[src/rtl/register_file_pkg.sv]
// ----------------------------------------------------------------------------
// register_file_pkg
// Shared sizing constants and types for the CPU register file and its read
// ports. NUM_REGS is derived from ADDR_W so every address value is a real
// register and no out-of-range decode can exist.
// ----------------------------------------------------------------------------
package register_file_pkg;

   localparam int DATA_W   = 18;
   localparam int ADDR_W   = 4;
   localparam int NUM_REGS = 2 ** ADDR_W;

   typedef logic [ADDR_W-1:0] reg_addr_t;
   typedef logic [DATA_W-1:0] reg_data_t;

   // Masked read used by every read port: a disabled port drives zero,
   // never the last value and never Z.
   function automatic reg_data_t masked_read(input logic      en,
                                             input reg_data_t word);
      return en ? word : '0;
   endfunction

endpackage : register_file_pkg

[src/rtl/regfile_read_port.sv]
// ----------------------------------------------------------------------------
// regfile_read_port
// One combinational read port of the register file: NUM_REGS:1 mux selected
// by the address, gated to zero when the port is disabled. Zero latency.
//
// Ports
//   rd_en_i    in   1          port enable
//   rd_addr_i  in   ADDR_W     register address
//   regs_i     in   NUM_REGS x DATA_W   current register contents
//   rd_data_o  out  DATA_W     selected register, or 0 when disabled
// ----------------------------------------------------------------------------
module regfile_read_port
   import register_file_pkg::*;
(
   input  logic      rd_en_i,
   input  reg_addr_t rd_addr_i,
   input  reg_data_t regs_i [NUM_REGS],
   output reg_data_t rd_data_o
);

   reg_data_t sel_word;

   always_comb begin
      sel_word  = regs_i[rd_addr_i];
      rd_data_o = masked_read(rd_en_i, sel_word);
   end

endmodule : regfile_read_port

[src/rtl/register_file.sv]
// ----------------------------------------------------------------------------
// register_file
// General-purpose CPU register file: 16 x 18-bit registers, one synchronous
// write port and two independently enabled combinational read ports.
// R0 is ordinary storage (not hardwired to zero). Reads show the stored
// value only; a write becomes visible after its clock edge (no bypass).
// Reset is asynchronous and clears every register, overriding a
// coincident write.
//
// Ports
//   Clk            in   1        system clock, rising edge
//   Rst_n          in   1        asynchronous active-low reset
//   ReadEnable1    in   1        read port 1 enable
//   ReadRegister1  in   ADDR_W   read port 1 address
//   ReadData1      out  DATA_W   read port 1 data (0 when disabled)
//   ReadEnable2    in   1        read port 2 enable
//   ReadRegister2  in   ADDR_W   read port 2 address
//   ReadData2      out  DATA_W   read port 2 data (0 when disabled)
//   WriteRegister  in   ADDR_W   write address
//   WriteData      in   DATA_W   write data
//   RegWrite       in   1        write enable
// ----------------------------------------------------------------------------
module register_file
   import register_file_pkg::*;
(
   input  logic      Clk,
   input  logic      Rst_n,
   input  logic      ReadEnable1,
   input  reg_addr_t ReadRegister1,
   output reg_data_t ReadData1,
   input  logic      ReadEnable2,
   input  reg_addr_t ReadRegister2,
   output reg_data_t ReadData2,
   input  reg_addr_t WriteRegister,
   input  reg_data_t WriteData,
   input  logic      RegWrite
);

   reg_data_t regs_q [NUM_REGS];
   reg_data_t regs_d [NUM_REGS];

   always_comb begin
      regs_d = regs_q;
      if (RegWrite) begin
         regs_d[WriteRegister] = WriteData;
      end
   end

   always_ff @(posedge Clk or negedge Rst_n) begin
      if (!Rst_n) begin
         for (int i = 0; i < NUM_REGS; i++) begin
            regs_q[i] <= '0;
         end
      end else begin
         regs_q <= regs_d;
      end
   end

   // Both ports read the registered array directly, so a same-address
   // write is seen only after the edge that commits it.
   regfile_read_port u_read_port1 (
      .rd_en_i   (ReadEnable1),
      .rd_addr_i (ReadRegister1),
      .regs_i    (regs_q),
      .rd_data_o (ReadData1)
   );

   regfile_read_port u_read_port2 (
      .rd_en_i   (ReadEnable2),
      .rd_addr_i (ReadRegister2),
      .regs_i    (regs_q),
      .rd_data_o (ReadData2)
   );

endmodule : register_file

[config.mk]
export PLATFORM = sky130hd
export DESIGN_NAME = register_file
export DESIGN_NICKNAME = d
export VERILOG_FILES = /design/src/rtl/register_file_pkg.sv /design/src/rtl/regfile_read_port.sv /design/src/rtl/register_file.sv
export SDC_FILE = /design/constraint.sdc
export NUM_CORES = 1
export LEC_CHECK = 0
export CAP_MARGIN = 20
export CORE_MARGIN = 2
export CORE_UTILIZATION = 53
export CTS_CLUSTER_SIZE = 28
export DETAILED_ROUTE_END_ITERATION = 8
export PLACE_DENSITY = 0.72
export SYNTH_ARGS = -nofsm -noshare
export SYNTH_HDL_FRONTEND = slang
export SYNTH_SLANG_ARGS = --single-unit
[constraint.sdc]
create_clock -name Clk -period 3.15 [get_ports Clk]
set_clock_uncertainty 0.2 [all_clocks]
set_input_delay 0.63 -clock Clk [delete_from_list [all_inputs] [get_ports Clk]]
set_output_delay 0.63 -clock Clk [all_outputs]
set_load 0.01 [all_outputs]
## Word-level counts from Yosys, hierarchy flattened

Index checks and enable logic that the tools add are counted.

- Register bits: 288
- Bits of input ports: 35
- Output and inout bits: 36
- Word-level logic and storage cells: 35

- $lt $le $gt $ge: 4
- Multiplexer cells: 11
- Bitwise logic cells: 3
- Reduce and logical (&&, ||, !) cells: 1

Operators by type and width:

| kind | number |
|---|---|
| 288-bit bitwise mux | 1 |
| 18-bit binary-select mux with 4-bit select | 2 |
| 18-bit two-way mux | 7 |
| 18-bit demux with 4-bit select | 1 |
| 5-bit >= comparator, second input constant | 3 |
| 4-bit inverter with 5-bit output | 3 |
| 5-bit by 1-bit < comparator with 1-bit output, second input constant | 1 |
| 1-bit logical AND | 1 |

## Logic depth before layout (Yosys ltp)

- Depth in word-level cells: 6
- Mapped depth: 8
- Mapped depth without buffers: 4

## Modules after synthesis

From an unflattened synthesis, not the netlist that was laid out.

- Cell total of the unflattened synthesis: 1208
- Area total of the unflattened synthesis: 16039.1 sq um

Modules (own cells, without submodules):

| module | times used | cells each | area an instance (sq um) | seq. area each (sq um) |
|---|---|---|---|---|
| register_file | 1 | 640 | 10806.6 | 7206.9 |
| regfile_read_port | 2 | 284 | 2616.3 | 0.0 |

## Worst setup path before layout

OpenSTA, ideal clock, no wires.

- Path type: in2out
- Start: in ReadRegister1[0]
- End: out ReadData1[15]
- Arrival: 1.973 ns
- Required time: 2.320 ns
- Setup slack: 0.347 ns
- Cell stages on the path: 6
- Path buffers: 3
- Cell sequence: buf_2 -> buf_6 -> buf_4 -> mux4_2 -> mux2i_1 -> o32ai_1

- Word-level cells in the longest chain between the ends: 5

Ends and longest elaborated chain:

| item | RTL line | RTL |
|---|---|---|
| start: declaration | register_file.sv:29 | `input reg_addr_t ReadRegister1,` |
| 4-bit inverter with 5-bit output (not written as such) | regfile_read_port.sv:24 | `sel_word = regs_i[rd_addr_i];` |
| 18-bit binary-select mux with 4-bit select | regfile_read_port.sv:24 |  |
| 18-bit two-way mux (not written as such) (2 in a row) | regfile_read_port.sv:24 |  |
| 18-bit two-way mux | register_file_pkg.sv:20 | `return en ? word : '0;` |
| end: declaration | register_file.sv:30 | `output reg_data_t ReadData1,` |

Every way passes these cells. The select of a mux whose other input is x is not followed.

## Worst setup path in the final report

Ends and elaborated chain as after synthesis.

==> run_results.csv <==
group,metric,value,unit
setup_path,worstSetupPathType,"primary input to primary output",
setup_path,r2r_start,"regs_q[69]",
routing,ant_nets,0,
setup_path,worstPathMaxFanout,9,
floorplan,io_pins,71,
routing,vias_per_cell,6.53,
floorplan,floorplan.initialDensity,54.2,%
sta,slew_violations,0,
min_path,whs_path_depth,1,
synthesis,synth-xor-area-share,0,%
synthesis,synthSimpleGateAreaFrac,2.95,%
sta,relSlewSlack,55.7,%
routing,totalWireLength,45800,µm
sta,layout_setup_ws,0.0263,ns
synthesis,synth_fa_ha_area_share,0,%
power,irDropWorstVdd,0.510,mV
cells_and_area,fin_cells,1661,
synthesis,synthMuxAreaShare,42.4,%
min_path,whs_endpoint,"regs_q[225]",
global_routing,grt_max_degree,72,
global_routing,grt_pass1_vias,11052,
synthesis,syn-cell-area,15700,µm²
sta,period_needed,3.12,ns
floorplan,die_area,30900,µm²
setup_path,cp.required,2.32,ns
setup_path,worstSetupStartpointType,"primary input",
outcome,status,"finished clean",
synthesis,synth_top_family_by_area,"multiplexers",
synthesis,synth_seq_cells,288,
placed_design,place_congestion,0.889,
power,powerDensity,610,nW/µm²
sta,tightestPinTransition,0.663,ns
synthesis,synth_edf_count,0,
global_routing,grt_pass1_wl,69600,µm
cells_and_area,top_register,"regs_q",
placed_design,place_ws,-0.581,ns
cells_and_area,layout_common_cells,"288 x dfrtp_1, 262 x mux2_2, 107 x mux2i_1",
sta,post-route-period-util,99.2,%
routing,vias,10843,
clocking,clock_latency,0.56,ns
job,drv_cap,0,
global_routing,antenna_found_initial,4,
setup_path,cp-end-kind,"primary output",
synthesis,syn_nets,1143,
sta,setup_violations,0,
synthesis,synthCells,1108,
routing,drt_iter0_drc,945,
cells_and_area,nNetsFinal,1291,
clocking,numClockSinks,288,
floorplan,rows,62,
synthesis,avgSynthCellArea,14.1,µm²
sta,rsz0062_at_grt,"false",
global_routing,overflow,0,
synthesis,synth_top_flop_cell,"dfrtp_1",
clocking,cts_tree,"done",
global_routing,grt_usage,30.0,%
cells_and_area,drive_above_1_share,47.5,%
placed_design,place_hpwl,30900,µm
routing,drc,0,
setup_path,r2r_cells,1,
placed_design,place_inst,1596,
power,leakagePower,8.45,nW
cells_and_area,final_common_cell,"dfrtp_1",
floorplan,die_w,176,µm
min_path,hold_class,"flop to flop",
sta,final_hold_viol_count,0,
synthesis,async_reset_ff_share,100,%
floorplan,core,28900,µm²
cells_and_area,utilization,65.8,%
synthesis,synth_compound_area_share,5.39,%
sta,clock.fmax,320,MHz
setup_path,worstPathArrival,2.29,ns
clocking,root_buffer,"clkbuf_16",
cells_and_area,area_delta_synth_final,21.3,%
synthesis,yosysSeqAreaShare,46.0,%
setup_path,ff2ff_setup_slack,2.11,ns
synthesis,synth_cell_types,42,
clocking,clk_pin_slew_worst_paths,0.06,ns
routing,wl_per_cell,27.6,µm
min_path,hp-start,"regs_q[225]",
floorplan,die_y,176,µm
clocking,cts_max_path_buffers,3,
placed_design,portBuffers,70,
routing,firstDrtPassIters,5,
clocking,numCtsBuffers,31,
cells_and_area,largest_register_ffs,288,
synthesis,ys_warn_count,0,
setup_path,r2r_end,"regs_q[69]",
cells_and_area,reg.largest.list,"regs_q: 288 flops",
clocking,htreeDepth,1,
logic make-up after synthesis:
logic type / Yosys count
flops: 288
compound gates: 119
mux: 513
simple gates: 89
buf+inv: 99
worst max-delay path: stages:
cell,delay (ns)
buf_8,0.16
buf_4,0.19
buf_12,0.14
mux4_2,0.52
mux2i_1,0.21
o32ai_1,0.13
dlygate4sd2_1,0.30
cells in the mapped netlist (2+ instances only):
cell,n,share of area [%]
clkbuf_1,37,0.89
mux4_2,79,11
nand3b_1,2,0.096
mux2_2,262,19
o22ai_1,19,0.76
a311oi_1,3,0.17
buf_2,32,1.0
and2_1,3,0.12
buf_6,4,0.29
dfrtp_1,288,46
nand2b_1,6,0.24
or3_1,3,0.12
buf_4,17,0.82
mux2_1,31,2.2
nand2_1,39,0.94
a211oi_1,2,0.096
o32ai_1,8,0.45
nor2b_1,14,0.56
o221ai_1,13,0.73
mux2i_1,112,7.2
a221oi_1,14,0.78
a22oi_1,24,1.2
a21oi_1,17,0.54
o2111ai_1,3,0.17
mux2_4,29,2.8
o21ai_0,13,0.42
buf_1,7,0.17
nor2_1,4,0.096
nor2_2,9,0.36
o211ai_1,2,0.096
report_power, final:
group          switching [mW]  internal [mW]
Clock                    1.49           1.97
Sequential              0.677           4.57
Combinational            1.15           1.73
Total                    3.31           8.27
routing by layer:
metal / GRT usage [%] / share of wire [%] / vias up
met5: 0 / 0.061 / -
met4: 9.81 / 3.3 / 4
met3: 4.81 / 6.6 / 108
met2: 47.6 / 47 / 401
met1: 42.5 / 43 / 5772
li1: - / - / 4558
layout make-up:
cell class                 instances  area [µm²]
antenna                            2        5.00
inverter                           1        3.75
fill                            2125        9870
clock buffer                      46         872
sequential                       288        7210
clock inverter                     6        58.8
multi-input combinational        721        8120
timing repair buffer             213        2240
tap                              384         480
worst max-delay path by stage:
stage                      from             to  cells past startpoint
6_report       ReadRegister1[0]  ReadData1[15]                      7
5_1_grt        ReadRegister2[0]  ReadData2[15]                      6
4_1_cts        ReadRegister2[0]  ReadData2[12]                      6
3_5_place_dp   ReadRegister2[1]   ReadData2[4]                      7
3_3_place_gp   ReadRegister2[1]   ReadData2[4]                      7
2_1_floorplan  ReadRegister1[0]  ReadData1[15]                      6
what timing repair did:
item	4_1_cts	5_1_grt
gates cloned	2	0
endpoints found under the setup margin	36	11
buffers inserted	2	6
hold buffers	1	0
pin swaps	1	3
endpoints found under the hold margin	66	0
resized for setup	94	17
per-stage QoR:
stage | cell area [µm²] | setup TNS (ns) | hold slack (ns) | power (mW)
2_1_floorplan | 15700 | 0 | 0.134 | 7.01
3_3_place_gp | 17700 | -11.74 | 0.288 | 7.91
3_5_place_dp | 17700 | -11.91 | 0.303 | 8.05
4_1_cts | 18900 | 0 | 0.317 | 11.5
5_1_grt | 19000 | 0 | 0.336 | 12.0
6_report | 19000 | 0 | 0.317 | 11.6
(Power assumes the default switching activity.)
